`src/rtl/vm_pkg.sv`:
```
// Shared types and constants for the multi-product vending controller.
// Used by vm_coin_decoder and vending_machine_multi.
package vm_pkg;

    // Controller states
    typedef enum logic [1:0] {
        IDLE     = 2'd0,
        COLLECT  = 2'd1,
        DISPENSE = 2'd2,
        CHANGE   = 2'd3
    } vm_state_t;

    // Coin values in 10-cent units
    localparam logic [3:0] COIN_100 = 4'd10;
    localparam logic [3:0] COIN_50  = 4'd5;
    localparam logic [3:0] COIN_20  = 4'd2;
    localparam logic [3:0] COIN_10  = 4'd1;

    // Bit positions inside status_leds
    localparam int LED_IDLE       = 0;
    localparam int LED_COLLECTING = 1;
    localparam int LED_DISPENSING = 2;
    localparam int LED_SOLD_OUT   = 3;

endpackage : vm_pkg

```
`src/rtl/vm_coin_decoder.sv`:
```
// Coin acceptor decoder: turns the one-hot coin strobe into a credit value.
// A zero strobe means "no coin"; any strobe with more than one bit set is
// flagged as multi_hot so the controller can hand the coin back.
module vm_coin_decoder
    import vm_pkg::*;
(
    input  logic [3:0] coin,
    output logic       valid,
    output logic [3:0] value,
    output logic       multi_hot
);

    // Map each legal one-hot coin code to its value; everything else is invalid
    always_comb begin
        valid     = 1'b0;
        value     = 4'd0;
        multi_hot = 1'b0;
        case (coin)
            4'b0000: begin
                valid     = 1'b0;
                multi_hot = 1'b0;
            end
            4'b0001: begin
                valid = 1'b1;
                value = COIN_10;
            end
            4'b0010: begin
                valid = 1'b1;
                value = COIN_20;
            end
            4'b0100: begin
                valid = 1'b1;
                value = COIN_50;
            end
            4'b1000: begin
                valid = 1'b1;
                value = COIN_100;
            end
            default: begin
                multi_hot = 1'b1;
            end
        endcase
    end

endmodule : vm_coin_decoder

```
`src/rtl/vending_machine_multi.sv`:
```
// Multi-product vending controller: product selection, coin collection with
// rejection, cancel / idle-timeout refund, timed motor drive and change output.
// All outputs are registered and derived from the next-state values.
// Optional build macro VM_AUDIT_EN adds a saturating vend counter on
// sales_count; without it sales_count is tied to zero.
module vending_machine_multi
    import vm_pkg::*;
#(
    parameter int NUM_PRODUCTS    = 4,
    parameter int CREDIT_W        = 8,
    parameter int STOCK_W         = 4,
    parameter int INIT_STOCK      = 5,
    parameter int DISPENSE_CYCLES = 4,
    parameter int TIMEOUT_CYCLES  = 1000
)(
    input  logic                             clk,
    input  logic                             reset,
    input  logic [NUM_PRODUCTS-1:0]          product_select,
    input  logic [3:0]                       coin_insert,
    input  logic                             cancel,
    input  logic                             restock,
    input  logic [NUM_PRODUCTS*CREDIT_W-1:0] price_flat,
    output logic [7:0]                       lcd_display,
    output logic [NUM_PRODUCTS-1:0]          motor_control,
    output logic [3:0]                       status_leds,
    output logic                             coin_reject,
    output logic                             change_valid,
    output logic [CREDIT_W-1:0]              change_amount,
    output logic [15:0]                      sales_count
);

    localparam int IDX_W   = (NUM_PRODUCTS > 1) ? $clog2(NUM_PRODUCTS) : 1;
    localparam int TIMER_W = $clog2(TIMEOUT_CYCLES + 1);
    localparam int DCNT_W  = $clog2(DISPENSE_CYCLES + 1);
    localparam int SUM_W   = CREDIT_W + 1;

    localparam logic [TIMER_W-1:0]      TIMER_LAST = TIMER_W'(TIMEOUT_CYCLES - 1);
    localparam logic [DCNT_W-1:0]       DCNT_LAST  = DCNT_W'(DISPENSE_CYCLES - 1);
    localparam logic [SUM_W-1:0]        CREDIT_MAX = {1'b0, {CREDIT_W{1'b1}}};
    localparam logic [STOCK_W-1:0]      STOCK_INIT = STOCK_W'(INIT_STOCK);
    localparam logic [NUM_PRODUCTS-1:0] MOTOR_ONE  = NUM_PRODUCTS'(1);

    // Fit a credit-width value onto the 8-bit display (zero-extend or truncate)
    function automatic logic [7:0] fit_credit(input logic [CREDIT_W-1:0] v);
        logic [CREDIT_W+7:0] ext;
        ext = {8'h00, v};
        return ext[7:0];
    endfunction

    // Display value for a slot index: shown to the user counting from 1
    function automatic logic [7:0] fit_slot(input logic [IDX_W-1:0] v);
        logic [IDX_W+7:0] ext;
        ext = {8'h00, v};
        return ext[7:0] + 8'd1;
    endfunction

    vm_state_t              state_r, state_n;
    logic [IDX_W-1:0]       idx_r, idx_n, sel_idx_s;
    logic                   sel_onehot_s;
    logic [CREDIT_W-1:0]    price_r, price_n;
    logic [CREDIT_W-1:0]    credit_r, credit_n, credit_new_s;
    logic [CREDIT_W-1:0]    change_r, change_n;
    logic [TIMER_W-1:0]     timer_r, timer_n;
    logic [DCNT_W-1:0]      dcnt_r, dcnt_n;
    logic [STOCK_W-1:0]     stock_r [NUM_PRODUCTS];
    logic [STOCK_W-1:0]     stock_n [NUM_PRODUCTS];
    logic                   sold_out_r, sold_out_n;

    logic                   coin_valid_s, coin_multi_s;
    logic [3:0]             coin_value_s;
    logic [SUM_W-1:0]       coin_sum_s;
    logic                   accept_s, reject_s, abort_s;

    logic [NUM_PRODUCTS-1:0] motor_n;
    logic [7:0]              lcd_n;
    logic [3:0]              leds_n;
    logic                    change_valid_n;
    logic [CREDIT_W-1:0]     change_amount_n;

    vm_coin_decoder u_coin_decoder (
        .coin      (coin_insert),
        .valid     (coin_valid_s),
        .value     (coin_value_s),
        .multi_hot (coin_multi_s)
    );

    // Decode the product keypad into a slot index and a one-hot qualifier
    always_comb begin
        sel_onehot_s = $onehot(product_select);
        sel_idx_s    = {IDX_W{1'b0}};
        for (int i = 0; i < NUM_PRODUCTS; i++) begin
            if (product_select[i]) begin
                sel_idx_s = IDX_W'(i);
            end else begin
                sel_idx_s = sel_idx_s;
            end
        end
    end

    // Classify the current coin: credited only in COLLECT without overflow
    always_comb begin
        coin_sum_s = {1'b0, credit_r} + SUM_W'(coin_value_s);
        accept_s   = 1'b0;
        reject_s   = 1'b0;
        if (coin_multi_s) begin
            reject_s = 1'b1;
        end else if (coin_valid_s) begin
            if ((state_r == COLLECT) && (coin_sum_s <= CREDIT_MAX)) begin
                accept_s = 1'b1;
            end else begin
                reject_s = 1'b1;
            end
        end else begin
            accept_s = 1'b0;
            reject_s = 1'b0;
        end
    end

    // Next-state logic for the controller FSM and its datapath registers
    always_comb begin
        state_n      = state_r;
        idx_n        = idx_r;
        price_n      = price_r;
        credit_n     = credit_r;
        change_n     = change_r;
        timer_n      = timer_r;
        dcnt_n       = dcnt_r;
        sold_out_n   = sold_out_r;
        stock_n      = stock_r;
        credit_new_s = credit_r;
        abort_s      = 1'b0;

        case (state_r)
            IDLE: begin
                if (restock) begin
                    for (int i = 0; i < NUM_PRODUCTS; i++) begin
                        stock_n[i] = STOCK_INIT;
                    end
                end else begin
                    stock_n = stock_r;
                end
                // Availability is judged on the stock held before this edge
                if (sel_onehot_s) begin
                    if (stock_r[sel_idx_s] != {STOCK_W{1'b0}}) begin
                        idx_n      = sel_idx_s;
                        price_n    = price_flat[sel_idx_s*CREDIT_W +: CREDIT_W];
                        credit_n   = {CREDIT_W{1'b0}};
                        timer_n    = {TIMER_W{1'b0}};
                        sold_out_n = 1'b0;
                        state_n    = COLLECT;
                    end else begin
                        sold_out_n = 1'b1;
                    end
                end else begin
                    sold_out_n = sold_out_r;
                end
            end

            COLLECT: begin
                if (accept_s) begin
                    credit_new_s = coin_sum_s[CREDIT_W-1:0];
                    timer_n      = {TIMER_W{1'b0}};
                end else begin
                    credit_new_s = credit_r;
                    timer_n      = timer_r + TIMER_W'(1);
                end
                credit_n = credit_new_s;
                // Idle expiry behaves exactly like a cancel request
                abort_s  = cancel || (!accept_s && (timer_r == TIMER_LAST));
                // Cancel wins over a purchase the same coin would complete
                if (abort_s) begin
                    change_n = credit_new_s;
                    state_n  = CHANGE;
                end else if (accept_s && (credit_new_s >= price_r)) begin
                    change_n = credit_new_s - price_r;
                    dcnt_n   = {DCNT_W{1'b0}};
                    state_n  = DISPENSE;
                    if (stock_r[idx_r] != {STOCK_W{1'b0}}) begin
                        stock_n[idx_r] = stock_r[idx_r] - STOCK_W'(1);
                    end else begin
                        stock_n[idx_r] = stock_r[idx_r];
                    end
                end else begin
                    state_n = COLLECT;
                end
            end

            DISPENSE: begin
                if (dcnt_r == DCNT_LAST) begin
                    state_n = CHANGE;
                end else begin
                    dcnt_n = dcnt_r + DCNT_W'(1);
                end
            end

            CHANGE: begin
                credit_n = {CREDIT_W{1'b0}};
                state_n  = IDLE;
            end

            default: begin
                credit_n = {CREDIT_W{1'b0}};
                state_n  = IDLE;
            end
        endcase
    end

    // Output values for the coming cycle, derived from the next state
    always_comb begin
        motor_n = {NUM_PRODUCTS{1'b0}};
        if (state_n == DISPENSE) begin
            motor_n = MOTOR_ONE << idx_n;
        end else begin
            motor_n = {NUM_PRODUCTS{1'b0}};
        end

        case (state_n)
            IDLE:     lcd_n = 8'd0;
            COLLECT:  lcd_n = fit_credit(credit_n);
            DISPENSE: lcd_n = fit_slot(idx_n);
            CHANGE:   lcd_n = fit_credit(change_n);
            default:  lcd_n = 8'd0;
        endcase

        leds_n                 = 4'b0000;
        leds_n[LED_SOLD_OUT]   = sold_out_n;
        leds_n[LED_DISPENSING] = (state_n == DISPENSE);
        leds_n[LED_COLLECTING] = (state_n == COLLECT);
        leds_n[LED_IDLE]       = (state_n == IDLE);

        change_valid_n = (state_n == CHANGE);
        if (change_valid_n) begin
            change_amount_n = change_n;
        end else begin
            change_amount_n = {CREDIT_W{1'b0}};
        end
    end

    // State, datapath and output registers with synchronous reset
    always_ff @(posedge clk) begin
        if (reset) begin
            state_r       <= IDLE;
            idx_r         <= {IDX_W{1'b0}};
            price_r       <= {CREDIT_W{1'b0}};
            credit_r      <= {CREDIT_W{1'b0}};
            change_r      <= {CREDIT_W{1'b0}};
            timer_r       <= {TIMER_W{1'b0}};
            dcnt_r        <= {DCNT_W{1'b0}};
            sold_out_r    <= 1'b0;
            for (int i = 0; i < NUM_PRODUCTS; i++) begin
                stock_r[i] <= STOCK_INIT;
            end
            motor_control <= {NUM_PRODUCTS{1'b0}};
            lcd_display   <= 8'd0;
            status_leds   <= 4'b0001;
            coin_reject   <= 1'b0;
            change_valid  <= 1'b0;
            change_amount <= {CREDIT_W{1'b0}};
        end else begin
            state_r       <= state_n;
            idx_r         <= idx_n;
            price_r       <= price_n;
            credit_r      <= credit_n;
            change_r      <= change_n;
            timer_r       <= timer_n;
            dcnt_r        <= dcnt_n;
            sold_out_r    <= sold_out_n;
            for (int i = 0; i < NUM_PRODUCTS; i++) begin
                stock_r[i] <= stock_n[i];
            end
            motor_control <= motor_n;
            lcd_display   <= lcd_n;
            status_leds   <= leds_n;
            coin_reject   <= reject_s;
            change_valid  <= change_valid_n;
            change_amount <= change_amount_n;
        end
    end

`ifdef VM_AUDIT_EN
    logic [15:0] sales_r;
    logic        audit_coin_r;

    // Count vends on DISPENSE entry (saturating) and strobe each credited coin
    always_ff @(posedge clk) begin
        if (reset) begin
            sales_r      <= 16'h0000;
            audit_coin_r <= 1'b0;
        end else begin
            if ((state_r == COLLECT) && (state_n == DISPENSE) && (sales_r != 16'hFFFF)) begin
                sales_r <= sales_r + 16'd1;
            end else begin
                sales_r <= sales_r;
            end
            audit_coin_r <= accept_s;
        end
    end

    assign sales_count = sales_r;
`else
    assign sales_count = 16'h0000;
`endif

endmodule : vending_machine_multi

```
`config.mk`:
```
export PLATFORM = sky130hd
export DESIGN_NAME = vending_machine_multi
export DESIGN_NICKNAME = d
export VERILOG_FILES = /design/src/rtl/vm_pkg.sv /design/src/rtl/vm_coin_decoder.sv /design/src/rtl/vending_machine_multi.sv
export SDC_FILE = /design/constraint.sdc
export NUM_CORES = 1
export LEC_CHECK = 0
export ABC_AREA = 1
export BUFFER_PORTS_ARGS = -buffer_cell sky130_fd_sc_hd__buf_2
export CAP_MARGIN = 20
export CELL_PAD_IN_SITES_DETAIL_PLACEMENT = 0
export CELL_PAD_IN_SITES_GLOBAL_PLACEMENT = 1
export CORE_ASPECT_RATIO = 0.8
export CORE_MARGIN = 3
export CORE_UTILIZATION = 40
export DETAILED_ROUTE_END_ITERATION = 6
export MAX_ROUTING_LAYER = met4
export PLACE_DENSITY = 0.78
export SLEW_MARGIN = 5
export SYNTH_ARGS = -nofsm -noshare
export SYNTH_HDL_FRONTEND = slang
export SYNTH_HIERARCHICAL = 1
export SYNTH_SLANG_ARGS = --single-unit
```
`constraint.sdc`:
```
create_clock -name clk -period 4 [get_ports clk]
set_clock_uncertainty 0.05 [all_clocks]
set_input_delay 0.2 -clock clk [delete_from_list [all_inputs] [get_ports clk]]
set_output_delay 0.2 -clock clk [all_outputs]
set_load 0.1 [all_outputs]
```
# == Yosys cells after proc, flatten, opt, wreduce, memory -nomap -nowiden ==
# Index checks and enable logic that the tools add are counted.
# Widths: inputs -> output; s select.
# totals
regBits,84
# classes
bitwise_logic,4
muxes,55
n_reduce_logical,21
n_eq_ne,19
n_addsub,9
order_cmp,5
shifts,2
# ops
cell,n
$mux 16,4
$mux 8,7
$bwmux 16,2
$pmux 16 s2,1
$pmux 8 s4,1
$shiftx 32x6->8,1
$mux 10,3
$pmux 8 s3,1
$mux 2,10
$mux 4,5
$pmux 10 s2,1
$bmux 4 s2,2
$pmux 4 s4,1
$mux 1,11
$add 10x1->10 const B,1
$eq 10x10->1 const B,1
$ne 2x2->1 const B,5
$add 8x4->9,1
$le 9x8->1 const B,1
$mux 3,3
$demux 4 s2,1
$eq 2x2->1 const B,4
$ge 8x8->1,1
$pmux 2 s4,1
other kinds (32),46

# == Depth between registers and ports, before layout ==
# depth
depth_word,18
mapped_depth,32

# == Cells and area by module ==
# The synthesis kept the hierarchy.
# by_module_without_submodules
mod,area_each_um2,cells_each,instances
vending_machine_multi,5057.4,747,1
vm_coin_decoder,108.9,21,1

# == Worst setup path after synthesis ==
# Ideal clock, no wire load.
# synth_path
path_type,in2reg
start,input port coin_insert[3]
end,register lcd_display[0]
path_stages,30
arrival_ns,3.364
t_required_ns,3.834
n_path_buf,0
setup_slack_ns,0.470
cell_sequence,inv_1 nand2_1 nor2_2 nor2_2 inv_1 ha_1 inv_1 fa_1 inv_1 nand3_1 nand2_1 nand2_4 nand3_4 nand2_1 nand2_1 inv_1 ha_1 fa_1 inv_1 nand2_1 nand2_1 nand2_1 nand3_1 nand2_4 nand2_4 nand4_4 nand2_1 inv_2 nor2_8 nor2_1
# synth_between
elab_chain_cells,17
# synth_lines
item,line_no,source
"start, declared",vending_machine_multi.sv:19,"input logic [3:0] coin_insert,"
"$eq 4x4->1, or another cell as far along",vm_coin_decoder.sv:18,case (coin)
$pmux 4 s4 (*),vm_coin_decoder.sv:18,
named net coin_value_s[2],vending_machine_multi.sv:70,logic [3:0] coin_value_s;
$add 8x4->9 (*),vending_machine_multi.sv:102,"coin_sum_s = {1'b0, credit_r} + SUM_W'(coin_value_s);"
$le 9x8->1,vending_machine_multi.sv:108,if ((state_r == COLLECT) && (coin_sum_s <= CREDIT_MAX)) begin
$logic_and 1x1->1,vending_machine_multi.sv:108,
$mux 1,vending_machine_multi.sv:108,
$mux 1,vending_machine_multi.sv:107,end else if (coin_valid_s) begin
(+2 left out),n/a,
$mux 8,vending_machine_multi.sv:133,case (state_r)
$ge 8x8->1,vending_machine_multi.sv:174,end else if (accept_s && (credit_new_s >= price_r)) begin
$logic_and 1x1->1,vending_machine_multi.sv:174,
$mux 2,vending_machine_multi.sv:174,
$mux 2,vending_machine_multi.sv:171,if (abort_s) begin
$pmux 2 s4,vending_machine_multi.sv:133,
"$eq 2x2->1, or another cell as far along",vending_machine_multi.sv:217,case (state_n)
$pmux 8 s4 (*),vending_machine_multi.sv:217,
"end signal, assigned",vending_machine_multi.sv:272,lcd_display <= lcd_n;
"end, declared",vending_machine_multi.sv:23,"output logic [7:0] lcd_display,"
# The timed path passes the listed nets; every way through them passes the cells marked *. The select of a mux whose other input is x is not followed.
# A chain may end at the register's enable or synchronous reset.

# == Worst setup path after layout ==
# layout_path
start,register credit_r[0]
end,register lcd_display[7]
# layout_between
elab_chain_cells,15
# layout_lines
item,line_no,source
"start, declared",vending_machine_multi.sv:61,"logic [CREDIT_W-1:0] credit_r, credit_n, credit_new_s;"
"start signal, assigned",vending_machine_multi.sv:245,credit_r <= {CREDIT_W{1'b0}};
"start signal, assigned",vending_machine_multi.sv:263,credit_r <= credit_n;
$add 8x4->9,vending_machine_multi.sv:102,
$le 9x8->1,vending_machine_multi.sv:108,
$logic_and 1x1->1,vending_machine_multi.sv:108,
$mux 1,vending_machine_multi.sv:108,
$mux 1,vending_machine_multi.sv:107,
$mux 1,vending_machine_multi.sv:105,if (coin_multi_s) begin
$mux 8,vending_machine_multi.sv:160,if (accept_s) begin
$mux 8,vending_machine_multi.sv:133,
$ge 8x8->1,vending_machine_multi.sv:174,
$logic_and 1x1->1,vending_machine_multi.sv:174,
$mux 2,vending_machine_multi.sv:174,
$mux 2,vending_machine_multi.sv:171,
$pmux 2 s4,vending_machine_multi.sv:133,
"$eq 2x2->1, or another cell as far along",vending_machine_multi.sv:217,
$pmux 8 s4 (*),vending_machine_multi.sv:217,
# Every way passes the cells marked *; elsewhere a longest branch is shown, timed or not. The select of a mux whose other input is x is not followed.

==> out/metrics.cfg <==
[setup_path]
r2r-start=credit_r[0]
path_max_fanout=9
worstPathArrival_ns=3.87
startpoint_type=flop
crit_start=credit_r[0]
critPathKind=reg -> reg
required_ns=4.19
cp-end-kind=flop

[die]
die_w_um=133
start_util_pct=41.7
dieArea_sq_um=14300
ios=86
rows=36
core-area_sq_um=12400
die_h_um=108

[cells_and_area]
layout-drive-gt1-share_pct=17.2
antennaDiodeCount=0
n_fill_cell=1288
fin_nets=911
area_growth_syn_to_layout_pct=15.9

[timing]
holdWs_ns=0.162
setup-tns-final_ns=0
tightest_slew_ns=0.659
hold_viol=0
period_needed_ns=3.68
fin_crit_sh_pct=92.0
slew_violations=0
grt_setup_unrepaired=false
fmax_mhz=272
setup_viol=0
slew_headroom_pct=55.9

[drt]
vias=5086
drt_first_pass_iters=5
drtIter0Drc=344
avgRoutedWirePerCell_um=14.5
ant_nets=0
routed_wl_mm=14.8
drc=0
routed_via_density=4.99

[worst_hold_path]
hold_path_class=in -> reg
min_from=price_flat[29]

[global_route]
grt.busiest_layer=met1
use_met1_pct=31.8
grt_overflow=0
grt_util_met3_pct=4.67
grt_pass1_vias=4734
grt_max_degree=48
grt_pass1_wl_mm=24.2
grtUsageTotal_pct=21.7
antenna_found_initial=0
use_met2_pct=30.1

[flow_run]
drv_cap=0

[clock_network]
clk_path_buf_depth=2
cts_buffers=9
clock_sinks=83
cts_tree=done
post_cts_buffers=0
cts-root-buf=clkbuf_16
hold_buffers=0
ctsHtreeMaxLevel=3
clkTransAtPathRegs_ns=0.07
cts_resized=0
insertion_delay_ns=0.35

[status]
status=completed

[yosys]
ys_top_cells_by_count=nand2_1, nor2_1, inv_1, dfxtp_1, nand3_1
synth.avg_cell_area_sq_um=6.73
synth_area_leaders=dfxtp_1, nand2_1, nor2_1
yosysWarningCount=6
synth_top_area_share_pct=32.2
synth_cell_types=43
synth_seq_cells=83
ys.flop_type=dfxtp_1
synth_area_leader_cell=dfxtp_1
synth_seq_area_share_pct=32.2
syn_inst=768
synth_edf_count=0
postSynth.asyncResetShare_pct=0
netlist_area_sq_um=5170
synth_most_common_cell=nand2_1

[pwr]
leakage_nw=2.90
ir_drop_v=0.000255
powerDensity_nw_per_um2=513

[placed_design]
portBuffers=69
globalplace.congestion=0.885
post-dp-hpwl_mm=11.3

==> registers in the layout (all words and copies together), names as in the netlist, 3 cells and up <==
| signal | cells |
|---|---|
| lcd_display | 8 |
| change_r | 8 |
| motor_control | 4 |
| change_amount | 8 |
| price_r | 8 |
| credit_r | 8 |
| stock_r | 16 |
| timer_r | 10 |
| dcnt_r | 3 |
| status_leds | 4 |
==> logic make-up after synthesis <==
| kind of cell | share of synthesized area [%] |
|---|---|
| XOR/XNOR | 1.53 |
| other | 0.0726 |
| flip-flops | 32.2 |
| adder cells (fa/ha/maj) | 6.01 |
| AO/OA/AOI/OAI | 14.5 |
| buffers and inverters | 10.8 |
| AND/OR/NAND/NOR | 35.0 |
==> path summary, 6_finish.rpt <==
kind                     to  depth (start not counted)  slack, ns
max          lcd_display[7]                         25       0.32
min reg2reg      price_r[4]                          2       0.41
min              price_r[5]                          3       0.16
max reg2reg  lcd_display[7]                         25       0.32
==> metal layers <==
| layer | share of wire, % | routed length, um | vias up |
|---|---|---|---|
| li1 | - | - | 2621 |
| met1 | 52 | 7710 | 2270 |
| met2 | 39 | 5860 | 178 |
| met3 | 7.2 | 1070 | 17 |
| met4 | 1.3 | 188 | 0 |
| met5 | 0 | 0 | - |
==> cells in the final DEF, fill, tap and decap left out, types with 2 or more instances in the layout <==
cell type / count
o211ai_1: 7
o21ai_0: 48
a21boi_0: 3
o221ai_1: 2
nand2_2: 8
a22oi_1: 4
nor2_1: 92
xnor2_1: 4
buf_4: 14
or2_2: 2
clkbuf_16: 9
o22ai_1: 6
xor2_1: 5
a21oi_1: 47
nor2_8: 4
o21bai_1: 3
clkinv_4: 2
inv_1: 85
nand3_1: 58
ha_1: 20
fa_1: 3
a221oi_1: 3
inv_2: 10
buf_2: 69
dfxtp_1: 83
nand2_1: 190
a21oi_2: 2
conb_1: 16
nor2_2: 8
nand2_4: 6
nand4_1: 12
nor3_1: 5
a31oi_1: 3
inv_8: 5
==> cell type report <==
type                       instances  area, sq um  share of cell area (%)
tap                              171          214                    3.57
timing repair buffer              83          450                    7.52
sequential                        83         1660                    27.8
inverter                          95          357                    5.96
multi-input combinational        572         3010                    50.2
clock buffer                       9          225                    3.76
clock inverter                     7         73.8                    1.23
==> stage by stage <==
stage                     util, %  cell area, sq um  cells  worst slack, ns  power, mW
after floorplan                 -              5220    783            0.470       1.92
after global placement       45.7              5670   1001           0.0803       2.19
after detailed placement     45.7              5670   1001          -0.0305       2.20
after CTS                    48.2              5960   1017            0.307       3.06
after global routing         48.3              5990   1020           0.0527       3.27
final                        48.3              5990   1020            0.321       3.07
==> where the power goes <==
part	switching [mW]	internal [mW]	leakage (nW)
clock network	0.409	0.446	0.149
registers	0.0664	0.920	0.675
logic	0.892	0.337	2.08
==> worst max-delay path: stages (launching register included) <==
cell and delay, ns:
dfxtp_1 0.39, ha_1 0.19, inv_1 0.05, fa_1 0.39, inv_1 0.09, nand3_1 0.07
nand2_1 0.14, nand2_4 0.09, nand3_4 0.10, nand2_1 0.06, nand2_1 0.10, inv_1 0.05
ha_1 0.19, fa_1 0.40, inv_1 0.07, nand2_1 0.06, nand2_1 0.10, nand2_1 0.06
nand3_1 0.13, nand2_4 0.09, nand2_4 0.12, nand4_4 0.18, nand2_1 0.12, inv_2 0.07
nor2_8 0.14, a21oi_1 0.07
Note: power is estimated with default switching activity, not from simulation.
